==> src/rtl/neuron_mac.sv <==
// Sequential multiply-accumulate neuron: bias + dot product over LANES products per
// beat, then floor rescale, saturation and a selectable activation, with valid/ready on both sides.
module neuron_mac #(
    parameter int DATA_W     = 16,
    parameter int WEIGHT_W   = 16,
    parameter int BIAS_W     = 32,
    parameter int N_INPUTS   = 8,
    parameter int LANES      = 2,
    parameter int OUT_W      = 24,
    parameter int FRAC_SHIFT = 8,
    localparam int ACC_W     = DATA_W + WEIGHT_W + $clog2(N_INPUTS) + 1
) (
    input  logic                            clk,
    input  logic                            rst,
    input  logic                            in_valid,
    output logic                            in_ready,
    input  logic [N_INPUTS*DATA_W-1:0]      data_in,
    input  logic [N_INPUTS*WEIGHT_W-1:0]    weights,
    input  logic signed [BIAS_W-1:0]        bias,
    input  logic [1:0]                      act_mode,
    output logic                            out_valid,
    input  logic                            out_ready,
    output logic signed [OUT_W-1:0]         neuron_out,
    output logic                            sat_flag
);
    localparam int BEATS  = N_INPUTS / LANES;
    localparam int CNT_W  = (BEATS > 1) ? $clog2(BEATS) : 1;
    localparam int PROD_W = DATA_W + WEIGHT_W;
    localparam logic signed [ACC_W-1:0] SAT_MAX = {{(ACC_W-OUT_W+1){1'b0}}, {(OUT_W-1){1'b1}}};
    localparam logic signed [ACC_W-1:0] SAT_MIN = {{(ACC_W-OUT_W+1){1'b1}}, {(OUT_W-1){1'b0}}};

    typedef enum logic [1:0] {IDLE, MAC, ACT, HOLD} state_t;

    state_t                         state_q;
    logic [N_INPUTS*DATA_W-1:0]     data_q;
    logic [N_INPUTS*WEIGHT_W-1:0]   weights_q;
    logic [1:0]                     mode_q;
    logic signed [ACC_W-1:0]        acc_q;
    logic [CNT_W-1:0]               cnt_q;
    logic signed [OUT_W-1:0]        neuron_out_q;
    logic                           sat_q;
    logic                           out_valid_q;

    logic signed [PROD_W-1:0]       prod [LANES];
    logic signed [ACC_W-1:0]        beat_sum_d;
    logic signed [ACC_W-1:0]        shifted;
    logic signed [OUT_W-1:0]        sat_val;
    logic signed [OUT_W-1:0]        out_d;
    logic                           sat_d;

    // Operand registers shift down one group per beat, so the lanes always read the low elements.
    genvar gi;
    generate
        for (gi = 0; gi < LANES; gi++) begin : g_lane
            assign prod[gi] = $signed(data_q[gi*DATA_W +: DATA_W])
                            * $signed(weights_q[gi*WEIGHT_W +: WEIGHT_W]);
        end
    endgenerate

    always_comb begin
        beat_sum_d = '0;
        for (int i = 0; i < LANES; i++) begin
            beat_sum_d = beat_sum_d + ACC_W'(prod[i]);
        end
    end

    assign shifted = acc_q >>> FRAC_SHIFT;

    always_comb begin
        sat_d   = 1'b0;
        sat_val = shifted[OUT_W-1:0];
        if (shifted > SAT_MAX) begin
            sat_val = SAT_MAX[OUT_W-1:0];
            sat_d   = 1'b1;
        end else if (shifted < SAT_MIN) begin
            sat_val = SAT_MIN[OUT_W-1:0];
            sat_d   = 1'b1;
        end
        out_d = sat_val;
        case (mode_q)
            2'b01:   if (sat_val[OUT_W-1]) out_d = '0;
            2'b10:   if (sat_val[OUT_W-1]) out_d = sat_val >>> 3;
            default: out_d = sat_val;
        endcase
    end

    always_ff @(posedge clk or posedge rst) begin
        if (rst) begin
            state_q      <= IDLE;
            data_q       <= '0;
            weights_q    <= '0;
            mode_q       <= '0;
            acc_q        <= '0;
            cnt_q        <= '0;
            neuron_out_q <= '0;
            sat_q        <= 1'b0;
            out_valid_q  <= 1'b0;
        end else begin
            case (state_q)
                IDLE: if (in_valid) begin
                    data_q    <= data_in;
                    weights_q <= weights;
                    mode_q    <= act_mode;
                    acc_q     <= ACC_W'(bias);
                    cnt_q     <= '0;
                    state_q   <= MAC;
                end
                MAC: begin
                    acc_q     <= acc_q + beat_sum_d;
                    data_q    <= data_q >> (LANES*DATA_W);
                    weights_q <= weights_q >> (LANES*WEIGHT_W);
                    cnt_q     <= cnt_q + CNT_W'(1);
                    if (cnt_q == CNT_W'(BEATS-1)) state_q <= ACT;
                end
                ACT: begin
                    neuron_out_q <= out_d;
                    sat_q        <= sat_d;
                    out_valid_q  <= 1'b1;
                    state_q      <= HOLD;
                end
                HOLD: if (out_ready) begin
                    out_valid_q <= 1'b0;
                    state_q     <= IDLE;
                end
                default: state_q <= IDLE;
            endcase
        end
    end

    // Gated by rst so the block never advertises readiness while held in reset.
    assign in_ready   = (state_q == IDLE) && !rst;
    assign out_valid  = out_valid_q;
    assign neuron_out = neuron_out_q;
    assign sat_flag   = sat_q;
endmodule

==> config.mk <==
export PLATFORM = sky130hd
export DESIGN_NAME = neuron_mac
export DESIGN_NICKNAME = d
export VERILOG_FILES = /design/src/rtl/neuron_mac.sv
export SDC_FILE = /design/constraint.sdc
export NUM_CORES = 2
export LEC_CHECK = 0
export CORE_MARGIN = 2
export CORE_UTILIZATION = 40
export DETAILED_ROUTE_END_ITERATION = 10
export GPL_TIMING_DRIVEN = 0
export PLACE_DENSITY_LB_ADDON = 0.12
export SLEW_MARGIN = 0
export SYNTH_ARGS = -nofsm -noshare
export SYNTH_HDL_FRONTEND = slang
export SYNTH_SLANG_ARGS = --single-unit
export TNS_END_PERCENT = 1
==> constraint.sdc <==
create_clock -name clk -period 19.65 [get_ports clk]
set_clock_uncertainty 0.15 [all_clocks]
set_input_delay 1.965 -clock clk [delete_from_list [all_inputs] [get_ports clk]]
set_output_delay 1.965 -clock clk [all_outputs]
set_load 0.01 [all_outputs]
==> metrics <==
status finished clean; Die W 304 um; Synth Instances 3625; Seq cells post-synth 324; pin count of the biggest net entering global routing 105; FP Rows 110; min Tclk post-route 9.42 ns; Overall Global Routing Usage 0.250; post-CTS sizing 0; register area share after synthesis 0.225; total gr overflow 0; GP Congestion 0.950; Iter 0 DRT Violations 1805; Wirelength per Cell 21.6 um; first-pass GRT wire length 173000 um; CTS Sinks 324; htree depth 2; Root Driver clkbuf_16; YS warnings 0; setup_tns 0 ns; Nets 5109; async set-reset flop share out of synthesis 1.00; CTS Buf Count 43; mean area per synthesized cell 9.96 sq um; Storage cell area 8110 sq um; # port buffers 320; R2R Path Start data_q[15]; IO Count 321; filler cell count in the final layout 8695; post-DP HPWL 95800 um; Hold Buf Count CTS 0; Fin. Hold Viols 0; Critical R2R Capture acc_q[32]; Syn Nets 4740; crit path launch type flop; Reg2Reg Depth 24; Clk Latency, worst-skew pair 0.61 ns; Hold Crit Class flop to flop; vias in the first global route 28232; Post-synth EDFFs 0; Worst Hold Launch weights_q[74]; CP startpoint data_q[15]; die area 92700 sq um; max-cap violation count 0; TritonCTS clock tree done; CP Max Fanout 20; slew of the pin with the lowest slew margin 1.37 ns; DRC viols 0; Mapped Area 36100 sq um; worst hold stages 2; Slew HR 0.0857; setup slack, reg-to-reg 10.23 ns; Top FF cell, synth dfrtp_1; crit path kind flop to flop; DRT Pass-1 Iters 6; WP data required 19.95 ns; CP endpoint kind flop; leading cell type in the layout, fill and taps excluded inv_1; Max clock buf depth 3; Routed Antenna Nets 0; RSZ-0062 raised after global routing no; postcts setup bufs 0; Fmax 0.106 GHz; area growth from synthesis to layout 17.4%; final setup fails 0; final wirelength 112000 um; Min-Delay Endpoint weights_q[74]; area occupied by multi-input gates 24500 sq um; Core Region 89700 sq um; via count 26265; Via-to-Cell Ratio 5.04; Starting Density 0.402; most frequent cells in the layout inv_1 (732), fa_1 (670), nand2_1 (479), dfrtp_1 (324), clkdlybuf4s50_1 (320); number of slew-limit violations in the final report 0; WP data arrival 9.72 ns; die height 304 um; Tcrit/Tclk final 0.479; library cells used by synthesis 55; Worst-path clk slew 0.06 ns; antenna violations before repair 14; fraction of layout instances using a drive strength above 1 0.0223
-- registers in the layout, indices dropped and copies added, names as in the netlist --
register,cells
data_q,128
weights_q,128
acc_q,36
neuron_out,24
cnt_q,2
mode_q,2
state_q,2
out_valid,1
sat_flag,1
-- worst max-delay path: stages, from the launching register on --
cell and delay, ns:
dfrtp_1 0.64, clkbuf_1 0.68, nand2_2 0.65, fa_1 0.72, inv_1 0.06, fa_1 0.48, fa_1 0.52, inv_1 0.06
fa_1 0.52, inv_1 0.05, fa_1 0.48, fa_1 0.50, fa_1 0.49, inv_1 0.05, fa_1 0.49, inv_1 0.05
ha_1 0.38, and4_1 0.21, buf_2 0.17, nand3_1 0.17, a311oi_1 0.85, nor2_1 0.18, o21ai_0 0.43, xnor2_1 0.17
o21ai_0 0.10
-- worst max-delay path by stage --
stage               endpoint  slack (ns)  depth (start not counted)
3_3_place_gp   weights_q[84]        3.11                          2
2_1_floorplan       acc_q[0]        8.57                          1
4_1_cts            acc_q[34]        9.81                         24
5_1_grt            acc_q[34]        9.79                         24
6_report           acc_q[32]       10.23                         24
3_5_place_dp       acc_q[34]        9.86                         24
-- metal layers --
layer / track usage / part of all wire
met5: 0 / 0.00024
met1: 0.329 / 0.41
met3: 0.0396 / 0.056
met4: 0.0957 / 0.042
met2: 0.416 / 0.49
-- cells in the mapped netlist, types with 9 or more instances --
cell / count / area share
nand2b_1: 9 / 0.0016
nand2_1: 480 / 0.050
a22o_1: 65 / 0.016
dfrtp_1: 324 / 0.22
nor2_1: 62 / 0.0064
a31oi_1: 10 / 0.0017
a21oi_1: 47 / 0.0065
fa_1: 670 / 0.37
nor2b_1: 19 / 0.0033
a21o_1: 10 / 0.0021
nor3_1: 9 / 0.0012
inv_1: 733 / 0.076
and2_1: 237 / 0.041
ha_1: 151 / 0.052
xnor2_1: 31 / 0.0075
o22ai_1: 25 / 0.0043
a211oi_1: 21 / 0.0044
clkbuf_1: 174 / 0.018
o21ai_0: 242 / 0.034
mux2i_1: 206 / 0.057
-- metrics by stage --
step                      worst slack, ns  instances  cell area (sq um)  hold slack [ns]  utilization
after floorplan                      8.57       3625              36100            0.300            -
after global placement               3.11       5121              40800            0.311        0.454
after CTS                            9.81       5203              42400            0.333        0.472
after detailed placement             9.86       5125              40900            0.320        0.456
final                               10.23       5212              42400            0.326        0.473
after global routing                 9.79       5209              42400            0.354        0.472
-- kinds of logic (layout without fill, tap and decap cells) --
logic type	Yosys count	in the layout	synth area share
compound gates	478	478	0.0816
xor+xnor	39	39	0.00946
fa+ha+maj	821	821	0.424
buf+inv	918	1320	0.0957
flops	324	324	0.225
mux	208	208	0.0577
other cells	0	9	0
simple gates	837	837	0.107
-- area by class of cell --
class | count | area share
inverters | 733 | 0.0651
clock buffers | 60 | 0.0290
flip-flops and latches | 324 | 0.191
plain buffers | 185 | 0.0167
multi-input cells | 2383 | 0.579
diodes | 9 | 0.000531
clock inverters | 18 | 0.00620
repair buffers | 324 | 0.0778
well taps | 1176 | 0.0347
Power is not shown: default switching activity piles up to over one toggle a cycle in this logic, so the estimate is an artifact.
